===== config.mk =====
export PLATFORM = sky130hd
export DESIGN_NAME = writeback_unit_flat
export DESIGN_NICKNAME = d
export VERILOG_FILES = /design/src/rtl/writeback_unit_if.sv /design/src/rtl/writeback_unit.sv /design/src/flat_wrapper.sv
export SDC_FILE = /design/constraint.sdc
export NUM_CORES = 1
export LEC_CHECK = 0
export ABC_CLOCK_PERIOD_IN_PS = 3850
export BUFFER_PORTS_ARGS = -buffer_cell sky130_fd_sc_hd__buf_4
export CAP_MARGIN = 20
export CELL_PAD_IN_SITES_DETAIL_PLACEMENT = 1
export CELL_PAD_IN_SITES_GLOBAL_PLACEMENT = 1
export CORE_AREA = 2 2 108 110
export DETAILED_ROUTE_END_ITERATION = 7
export DIE_AREA = 0 0 110 112
export GPL_ROUTABILITY_DRIVEN = 0
export MAX_ROUTING_LAYER = met4
export PLACE_DENSITY = 0.88
export SYNTH_ARGS = -nofsm -noshare
export SYNTH_HDL_FRONTEND = slang
export SYNTH_SLANG_ARGS = --single-unit

===== constraint.sdc =====
create_clock -name clk -period 3.85 [get_ports clk]
set_input_delay 0.385 -clock clk [delete_from_list [all_inputs] [get_ports clk]]
set_output_delay 0.385 -clock clk [all_outputs]
set_load 0.02 [all_outputs]

===== src/rtl/writeback_unit_if.sv =====
// Producer/register-file bundle for the writeback unit: ALU and load result channels,
// write port, scoreboard and load-error outputs.
interface writeback_unit_if #(
    parameter int unsigned XLEN      = 32,
    parameter int unsigned REG_COUNT = 32
);
    logic                 alu_valid;
    logic                 alu_ready;
    logic [4:0]           alu_rd;
    logic [XLEN-1:0]      alu_data;
    logic                 ld_issue;
    logic [4:0]           ld_issue_rd;
    logic                 ld_valid;
    logic                 ld_ready;
    logic [4:0]           ld_rd;
    logic [XLEN-1:0]      ld_data;
    logic [2:0]           ld_funct3;
    logic [1:0]           ld_offset;
    logic                 we;
    logic [4:0]           waddr;
    logic [XLEN-1:0]      wdata;
    logic [REG_COUNT-1:0] busy;
    logic                 ld_err;

    // Producer side: drives results and observes the register-file port.
    modport master (
        output alu_valid, alu_rd, alu_data,
        output ld_issue, ld_issue_rd, ld_valid, ld_rd, ld_data, ld_funct3, ld_offset,
        input  alu_ready, ld_ready, we, waddr, wdata, busy, ld_err
    );

    // Writeback unit side.
    modport slave (
        input  alu_valid, alu_rd, alu_data,
        input  ld_issue, ld_issue_rd, ld_valid, ld_rd, ld_data, ld_funct3, ld_offset,
        output alu_ready, ld_ready, we, waddr, wdata, busy, ld_err
    );
endinterface


===== src/rtl/writeback_unit.sv =====
// Register-file write port arbiter for the RV32I core: load responses beat ALU results,
// loads are aligned/extended, and a pending-load scoreboard tracks outstanding destinations.
module writeback_unit #(
    parameter int unsigned XLEN      = 32,
    parameter int unsigned REG_COUNT = 32
) (
    input  logic                  clk,
    input  logic                  reset,
    writeback_unit_if.slave       bus
);
    localparam logic [2:0] F3_LB  = 3'b000;
    localparam logic [2:0] F3_LH  = 3'b001;
    localparam logic [2:0] F3_LW  = 3'b010;
    localparam logic [2:0] F3_LBU = 3'b100;
    localparam logic [2:0] F3_LHU = 3'b101;

    logic                 ld_acc;
    logic                 alu_acc;
    logic [7:0]           ld_byte;
    logic [15:0]          ld_half;
    logic [XLEN-1:0]      ld_ext;
    logic                 ld_bad;

    logic                 we_q,     we_d;
    logic [4:0]           waddr_q,  waddr_d;
    logic [XLEN-1:0]      wdata_q,  wdata_d;
    logic [REG_COUNT-1:0] busy_q,   busy_d;
    logic                 ld_err_q, ld_err_d;

    // Loads always win; the ALU stalls whenever a load response is presented.
    assign bus.ld_ready  = !reset;
    assign bus.alu_ready = !reset && !bus.ld_valid;
    assign ld_acc        = bus.ld_valid && !reset;
    assign alu_acc       = bus.alu_valid && !reset && !bus.ld_valid;

    assign ld_byte = bus.ld_data[{bus.ld_offset, 3'b000} +: 8];
    assign ld_half = bus.ld_offset[1] ? bus.ld_data[31:16] : bus.ld_data[15:0];

    // Extension and legality check for the presented load response.
    always_comb begin
        ld_ext = '0;
        ld_bad = 1'b0;
        case (bus.ld_funct3)
            F3_LB:  ld_ext = {{(XLEN-8){ld_byte[7]}}, ld_byte};
            F3_LBU: ld_ext = XLEN'(ld_byte);
            F3_LH: begin
                ld_ext = {{(XLEN-16){ld_half[15]}}, ld_half};
                ld_bad = bus.ld_offset[0];
            end
            F3_LHU: begin
                ld_ext = XLEN'(ld_half);
                ld_bad = bus.ld_offset[0];
            end
            F3_LW: begin
                ld_ext = bus.ld_data;
                ld_bad = (bus.ld_offset != 2'b00);
            end
            default: ld_bad = 1'b1;
        endcase
    end

    // Write-stage and scoreboard next state; address/data hold unless a real write issues.
    always_comb begin
        we_d     = 1'b0;
        waddr_d  = waddr_q;
        wdata_d  = wdata_q;
        ld_err_d = 1'b0;
        busy_d   = busy_q;
        if (ld_acc) begin
            ld_err_d = ld_bad;
            busy_d[bus.ld_rd] = 1'b0;
            if (!ld_bad && bus.ld_rd != 5'd0) begin
                we_d    = 1'b1;
                waddr_d = bus.ld_rd;
                wdata_d = ld_ext;
            end
        end else if (alu_acc && bus.alu_rd != 5'd0) begin
            we_d    = 1'b1;
            waddr_d = bus.alu_rd;
            wdata_d = bus.alu_data;
        end
        // A fresh issue to the same register overrides the clear from its older response.
        if (bus.ld_issue && bus.ld_issue_rd != 5'd0) begin
            busy_d[bus.ld_issue_rd] = 1'b1;
        end
        busy_d[0] = 1'b0;
    end

    always_ff @(posedge clk) begin
        if (reset) begin
            we_q     <= 1'b0;
            waddr_q  <= '0;
            wdata_q  <= '0;
            busy_q   <= '0;
            ld_err_q <= 1'b0;
        end else begin
            we_q     <= we_d;
            waddr_q  <= waddr_d;
            wdata_q  <= wdata_d;
            busy_q   <= busy_d;
            ld_err_q <= ld_err_d;
        end
    end

    assign bus.we     = we_q;
    assign bus.waddr  = waddr_q;
    assign bus.wdata  = wdata_q;
    assign bus.busy   = busy_q;
    assign bus.ld_err = ld_err_q;
endmodule

===== src/flat_wrapper.sv =====
// flat-port wrapper written by rule: the top's interface ports become plain ports
module writeback_unit_flat 
#(
    parameter int unsigned XLEN      = 32,
    parameter int unsigned REG_COUNT = 32
)
  (clk, reset, bus_alu_valid, bus_alu_rd, bus_alu_data, bus_ld_issue, bus_ld_issue_rd, bus_ld_valid, bus_ld_rd, bus_ld_data, bus_ld_funct3, bus_ld_offset, bus_alu_ready, bus_ld_ready, bus_we, bus_waddr, bus_wdata, bus_busy, bus_ld_err);
  writeback_unit_if #(.XLEN(XLEN), .REG_COUNT(REG_COUNT)) bus_i ();
  input  logic clk;
  input  logic reset;
  input wire logic [$bits(bus_i.alu_valid)-1:0] bus_alu_valid;
  input wire logic [$bits(bus_i.alu_rd)-1:0] bus_alu_rd;
  input wire logic [$bits(bus_i.alu_data)-1:0] bus_alu_data;
  input wire logic [$bits(bus_i.ld_issue)-1:0] bus_ld_issue;
  input wire logic [$bits(bus_i.ld_issue_rd)-1:0] bus_ld_issue_rd;
  input wire logic [$bits(bus_i.ld_valid)-1:0] bus_ld_valid;
  input wire logic [$bits(bus_i.ld_rd)-1:0] bus_ld_rd;
  input wire logic [$bits(bus_i.ld_data)-1:0] bus_ld_data;
  input wire logic [$bits(bus_i.ld_funct3)-1:0] bus_ld_funct3;
  input wire logic [$bits(bus_i.ld_offset)-1:0] bus_ld_offset;
  output wire logic [$bits(bus_i.alu_ready)-1:0] bus_alu_ready;
  output wire logic [$bits(bus_i.ld_ready)-1:0] bus_ld_ready;
  output wire logic [$bits(bus_i.we)-1:0] bus_we;
  output wire logic [$bits(bus_i.waddr)-1:0] bus_waddr;
  output wire logic [$bits(bus_i.wdata)-1:0] bus_wdata;
  output wire logic [$bits(bus_i.busy)-1:0] bus_busy;
  output wire logic [$bits(bus_i.ld_err)-1:0] bus_ld_err;
  assign bus_i.alu_valid = bus_alu_valid;
  assign bus_i.alu_rd = bus_alu_rd;
  assign bus_i.alu_data = bus_alu_data;
  assign bus_i.ld_issue = bus_ld_issue;
  assign bus_i.ld_issue_rd = bus_ld_issue_rd;
  assign bus_i.ld_valid = bus_ld_valid;
  assign bus_i.ld_rd = bus_ld_rd;
  assign bus_i.ld_data = bus_ld_data;
  assign bus_i.ld_funct3 = bus_ld_funct3;
  assign bus_i.ld_offset = bus_ld_offset;
  assign bus_alu_ready = bus_i.alu_ready;
  assign bus_ld_ready = bus_i.ld_ready;
  assign bus_we = bus_i.we;
  assign bus_waddr = bus_i.waddr;
  assign bus_wdata = bus_i.wdata;
  assign bus_busy = bus_i.busy;
  assign bus_ld_err = bus_i.ld_err;
  writeback_unit #(.XLEN(XLEN), .REG_COUNT(REG_COUNT)) u_core (.clk(clk), .reset(reset), .bus(bus_i));
endmodule

# Yosys cells after proc, flatten, opt, wreduce, memory -nomap -nowiden
# Index checks and enable logic that the tools add are counted.
dict set report totals {
  ram_bits 0
  mem_bits_ro 0
  ff_bits 71
  latchBits 0
  memories 0
  output_inout_bits 73
}
dict set report classes {
  div_mod_pow 0
  n_mul 0
  shift 1
  bitwise_logic 4
  n_reduce_logical 22
  n_lt_le_gt_ge 4
  muxes 18
  eq_ne 5
  addsub 0
}
# cell count
set op_table {}
lappend op_table {{$mux W32} 5}
lappend op_table {{$pmux W32 S5} 1}
lappend op_table {{$and A32 B32 Y32} 1}
lappend op_table {{$not A32 Y32} 1}
lappend op_table {{$or A32 B32 Y32} 1}
lappend op_table {{$shiftx A32 B6 Y8} 1}
lappend op_table {{$mux W16} 1}
lappend op_table {{$mux W5} 3}
lappend op_table {{$reduce_bool A5 Y1} 3}
lappend op_table {{$lt A5 B6 Y1 const B} 2}
lappend op_table {{$demux W1 S5} 2}
lappend op_table {{$ge A5 B1 Y1 const B} 2}
lappend op_table {{$logic_and A1 B1 Y1} 9}
lappend op_table {{$eq A3 B3 Y1 const B} 2}
lappend op_table {{$reduce_or A2 Y1} 3}
lappend op_table {{$mux W1} 5}
lappend op_table {{$reduce_bool A2 Y1} 2}
lappend op_table {{$eq A3 B1 Y1 const B} 1}
lappend op_table {{$eq A3 B2 Y1 const B} 1}
lappend op_table {{$logic_not A1 Y1} 3}
lappend op_table {{$logic_not A3 Y1} 1}
lappend op_table {{$pmux W1 S3} 1}
lappend op_table {{$ne A2 B2 Y1 const B} 1}
lappend op_table {{$reduce_and A2 Y1} 1}
lappend op_table {{$not A1 Y1} 1}

# Longest topological paths before layout
dict set report logic_depth {
  ltp_word 9
  depth_mapped 8
}

# Worst setup path before layout
# No wires, ideal clock.
dict set report synth_timing {
  kind {input to register}
  startpoint {input bus_ld_offset[0]}
  endpoint {register u_core.wdata_q[22] (netlist: u_core.bus.wdata[22])}
  path_stages 6
  t_required_ns 3.703
  path_slack_ns 1.824
  n_path_buf 2
  t_arrival_ns 1.880
  path_cell_list {buf_6 > mux2_4 > a222oi_1 > buf_6 > a21o_2 > a311oi_2}
}
dict set report synth_between {
  elab_chain_len 6
  elab_cells_between_ends 10
  cone_classes {eq/ne (1); shift (1); mux (4); reduce/logical (4)}
}
# element line_no
set synth_lines {}
lappend synth_lines {{start, declared} flat_wrapper.sv:20} ;# input wire logic [$bits(bus_i.ld_offset)-1:0] bus_ld_offset;
lappend synth_lines {{parallel branches: the longest is 6 deep, another holds $shiftx A32 B6 Y8} n/a}
lappend synth_lines {{end signal, assigned} writeback_unit.sv:99} ;# wdata_q <= wdata_d;
lappend synth_lines {{end, declared} writeback_unit.sv:26} ;# logic [XLEN-1:0] wdata_q, wdata_d;
# Several ways; the timed one is not identified. The select of a mux whose other input is x is not followed.
# A chain may end at the register's enable or synchronous reset.

# Worst setup path in the final report
dict set report layout_timing {
  startpoint {input bus_ld_funct3[0]}
  endpoint {register u_core.wdata_q[31] (netlist: u_core.bus.wdata[31])}
}
dict set report layout_between {
  elab_chain_len 7
  elab_cells_between_ends 15
  cone_classes {eq/ne (5); mux (4); reduce/logical (6)}
}
# element line_no
set layout_lines {}
lappend layout_lines {{start, declared} flat_wrapper.sv:19} ;# input wire logic [$bits(bus_i.ld_funct3)-1:0] bus_ld_funct3;
lappend layout_lines {{$eq A3 B1 Y1, or another cell as far along} writeback_unit.sv:43} ;# case (bus.ld_funct3)
lappend layout_lines {{$reduce_or A2 Y1 (no source line)} n/a}
lappend layout_lines {{$pmux W1 S3} writeback_unit.sv:43}
lappend layout_lines {{$logic_not A1 Y1} writeback_unit.sv:72} ;# if (!ld_bad && bus.ld_rd != 5'd0) begin
lappend layout_lines {{$logic_and A1 B1 Y1} writeback_unit.sv:72}
lappend layout_lines {{$ne A2 B2 Y1 (no source line)} n/a}
lappend layout_lines {{$reduce_and A2 Y1 (no source line)} n/a}
# Several ways; a longest one is shown, not always the timed one. The select of a mux whose other input is x is not followed.

==> results.md <==
- First-pass GRT wire length: 24.2 mm
- Max IR drop VDD: 0.315 mV
- Post-DRT Antenna Nets: 0
- Syn. warnings: 0
- Crit path DAT: 2.64 ns
- Avg WL per Cell: 20.9 um
- Commonest non-fill, non-tap cells in the layout: buf_4, nand2_1, dfxtp_1, o21ai_0, a21oi_1
- Inst Count DP: 747
- # rows: 39
- Hold Path Class: input pin to register
- Setup-failing EPs final: 0
- DR DRC count: 0
- Num ports: 162
- Synth unique cells: 56
- P_leak: 0.00229 uW
- Antenna violations before repair: 0
- Final Slew Violations: 0
- Initial Utilization: 0.368
- Post-synthesis simple-gate area fraction: 0.169
- Setup crit end: u_core.bus.wdata[31]
- CP Launch Point: bus_ld_funct3[0]
- Clk slew on worst S/H paths: 0.05 ns
- Multiplexer share of the synthesized area: 0.0678
- Core area: 11,200 um^2
- # Max-Cap Violations: 0
- Reg2Reg Depth: 3
- Fillers: 1,331
- Total CTS buffers: 9
- Hold Buf Count CTS: 0
- R2r startpoint: u_core.bus.wdata[10]
- Period utilization: 0.644
- Fin Setup TNS: 0 ns
- First-pass DRT Iterations: 5
- CTS tree: yes
- Vias in the first global route: 4,588
- Setup Buffers After CTS: 0
- Synth Area in XOR/XNOR: 0
- Cell count after synthesis: 482
- Mapped Nets: 571
- Adder-Cell Fraction of Synth Area: 0
- Die X: 110 um
- Worst-Skew Late Latency: 0.32 ns
- Commonest non-fill, non-tap cell in the layout: buf_4
- DP HPWL: 11.6 mm
- Crit path capture type: register
- R2R Setup Slk: 2.91 ns
- WS Path Type: input pin to register
- Total gr overflow: 0
- Dpl cell area: 5320 um^2
- CTS Buffer Depth: 2
- Post-CTS sizing: 0
- Layout Nets: 704
- PwrDens: 373 nW/um^2
- Register area share after synthesis: 0.340
- Crit path time final: 2.48 ns
- Finished Core Util: 0.503
- Worst slew pin tran: 0.802 ns
- Finished Cell Area: 5630 um^2
- Yosys reg bits: 70
- Status: finished clean
- Startpoint types: input pin
- Die area: 12,300 um^2
- Compound-Gate Fraction of Synth Area: 0.356
- H-tree Lvls: 3
- Clk sinks: 70
- Post-Syn Area: 4120 um^2
- Post-detailed-routing wire length: 16.0 mm
- EDFF count, synth: 0
- Layout area overhead: 36.6%
- RSZ-0062 raised after global routing: no
- Post-synth ARST share: 0
- Port bufs: 160
- Relative slew margins: 0.461
- Synthesized area per cell: 8.54 um^2
- Layout cells sized above 1: 0.381
- GRT Resource Usage Total: 0.262
- Max Fclk: 0.403 GHz
- Via count: 4,458
- Fin. Hold Viols: 0
- Reg2reg end: u_core.bus.wdata[10]
- Die Ht: 112 um
- Worst Path Required: 4.01 ns
- Clk_skew: 0 ns
- Combinational family with the most area after synthesis: compound AO/OA/AOI/OAI gates
- Worst-path maximum fanout: 36
- Largest net degree at the start of global routing: 49
- Primary FF master, synth: dfxtp_1
- DRT iter0 DRCs: 231
- Non-Filler Instances: 763
- Clock root cell: clkbuf_16
- Via/cell ratio: 5.84
- Ant diodes: 0
[cells in the mapped netlist, types with 2 or more instances]
library cell	n	area [um^2]
buf_6	7	78.8
a21o_1	3	22.5
and3_1	2	12.5
a211oi_1	26	195
dfxtp_1	70	1400
buf_2	10	50.1
nor2_1	12	45.0
or3b_2	3	26.3
or4_1	2	15.0
a222oi_1	8	80.1
a221oi_1	6	52.6
buf_1	4	15.0
nor2b_1	6	37.5
a2111oi_2	2	30.0
nor3_1	3	15.0
nor3b_1	6	45.0
o21ai_0	40	200
o2bb2ai_1	7	61.3
a22oi_1	2	15.0
a31o_1	7	61.3
a2111oi_0	5	43.8
mux2i_1	14	140
and3b_1	2	17.5
nand3_1	2	10.0
inv_1	9	33.8
a21oi_1	33	165
a311oi_2	15	225
nand3b_1	5	37.5
clkbuf_1	22	82.6
a211o_1	8	70.1
nand2_1	85	319
mux2_2	11	124
a21o_2	12	105
a31oi_1	2	12.5
nand2b_1	10	62.6
[logic make-up after synthesis]
kind of cell / after synthesis
other: 1
multiplexers: 26
AO/OA/AOI/OAI: 187
flip-flops: 70
AND/OR/NAND/NOR: 144
buffers and inverters: 54
[final cells by class]
class	instances	area, um^2	share of cell area
clock buffers	11	253	0.0449
clock inverters	5	57.6	0.0102
inverters	10	37.5	0.00667
multi-input cells	358	2450	0.436
flip-flops and latches	70	1400	0.249
well taps	143	179	0.0318
repair buffers	166	1250	0.222
[state kept, by name, summed over array words and instances, names as in the netlist]
name,flops
u_core.bus.busy,31
u_core.bus.we,1
u_core.bus.waddr,5
u_core.bus.wdata,32
u_core.bus.ld_err,1
[power breakdown]
group	total [uW]	internal [uW]	switching (uW)
clock network	850	535	315
registers	786	761	25.4
logic	460	200	260
[per-layer routing]
layer | routed length [um] | vias to the layer above | share of wire | GRT usage
li1 | - | 2068 | - | -
met1 | 6660 | 2144 | 0.42 | 0.315
met2 | 7650 | 214 | 0.48 | 0.425
met3 | 1290 | 32 | 0.081 | 0.0603
met4 | 363 | 0 | 0.023 | 0.0895
met5 | 0 | - | 0 | -
[through the flow]
stage | power [uW] | hold WS [ns] | worst slack, ns
after floorplan | 1060 | 0.550 | 1.82
after global placement | 1240 | 0.464 | 1.20
after detailed placement | 1260 | 0.473 | 1.03
after CTS | 2100 | 0.351 | 1.39
after global routing | 2170 | 0.360 | 1.22
final | 2100 | 0.356 | 1.37
[worst min path at each step]
stage	from	end	slack, ns	cells past startpoint
2_1_floorplan	bus_alu_data[30]	u_core.bus.wdata[30]	0.55	2
3_3_place_gp	u_core.bus.busy[13]	u_core.bus.busy[13]	0.46	2
6_report	bus_alu_data[30]	u_core.bus.wdata[30]	0.36	3
3_5_place_dp	u_core.bus.busy[22]	u_core.bus.busy[22]	0.47	2
4_1_cts	bus_alu_data[30]	u_core.bus.wdata[30]	0.35	3
5_1_grt	bus_alu_data[30]	u_core.bus.wdata[30]	0.36	3
[critical path: stages]
cell and delay, ns:
buf_4 0.15, o21ai_0 0.59, o311a_4 0.58, a21oi_4 0.12, inv_2 0.58, a311oi_2 0.22
No activity file was read; power rests on OpenSTA's default activity.
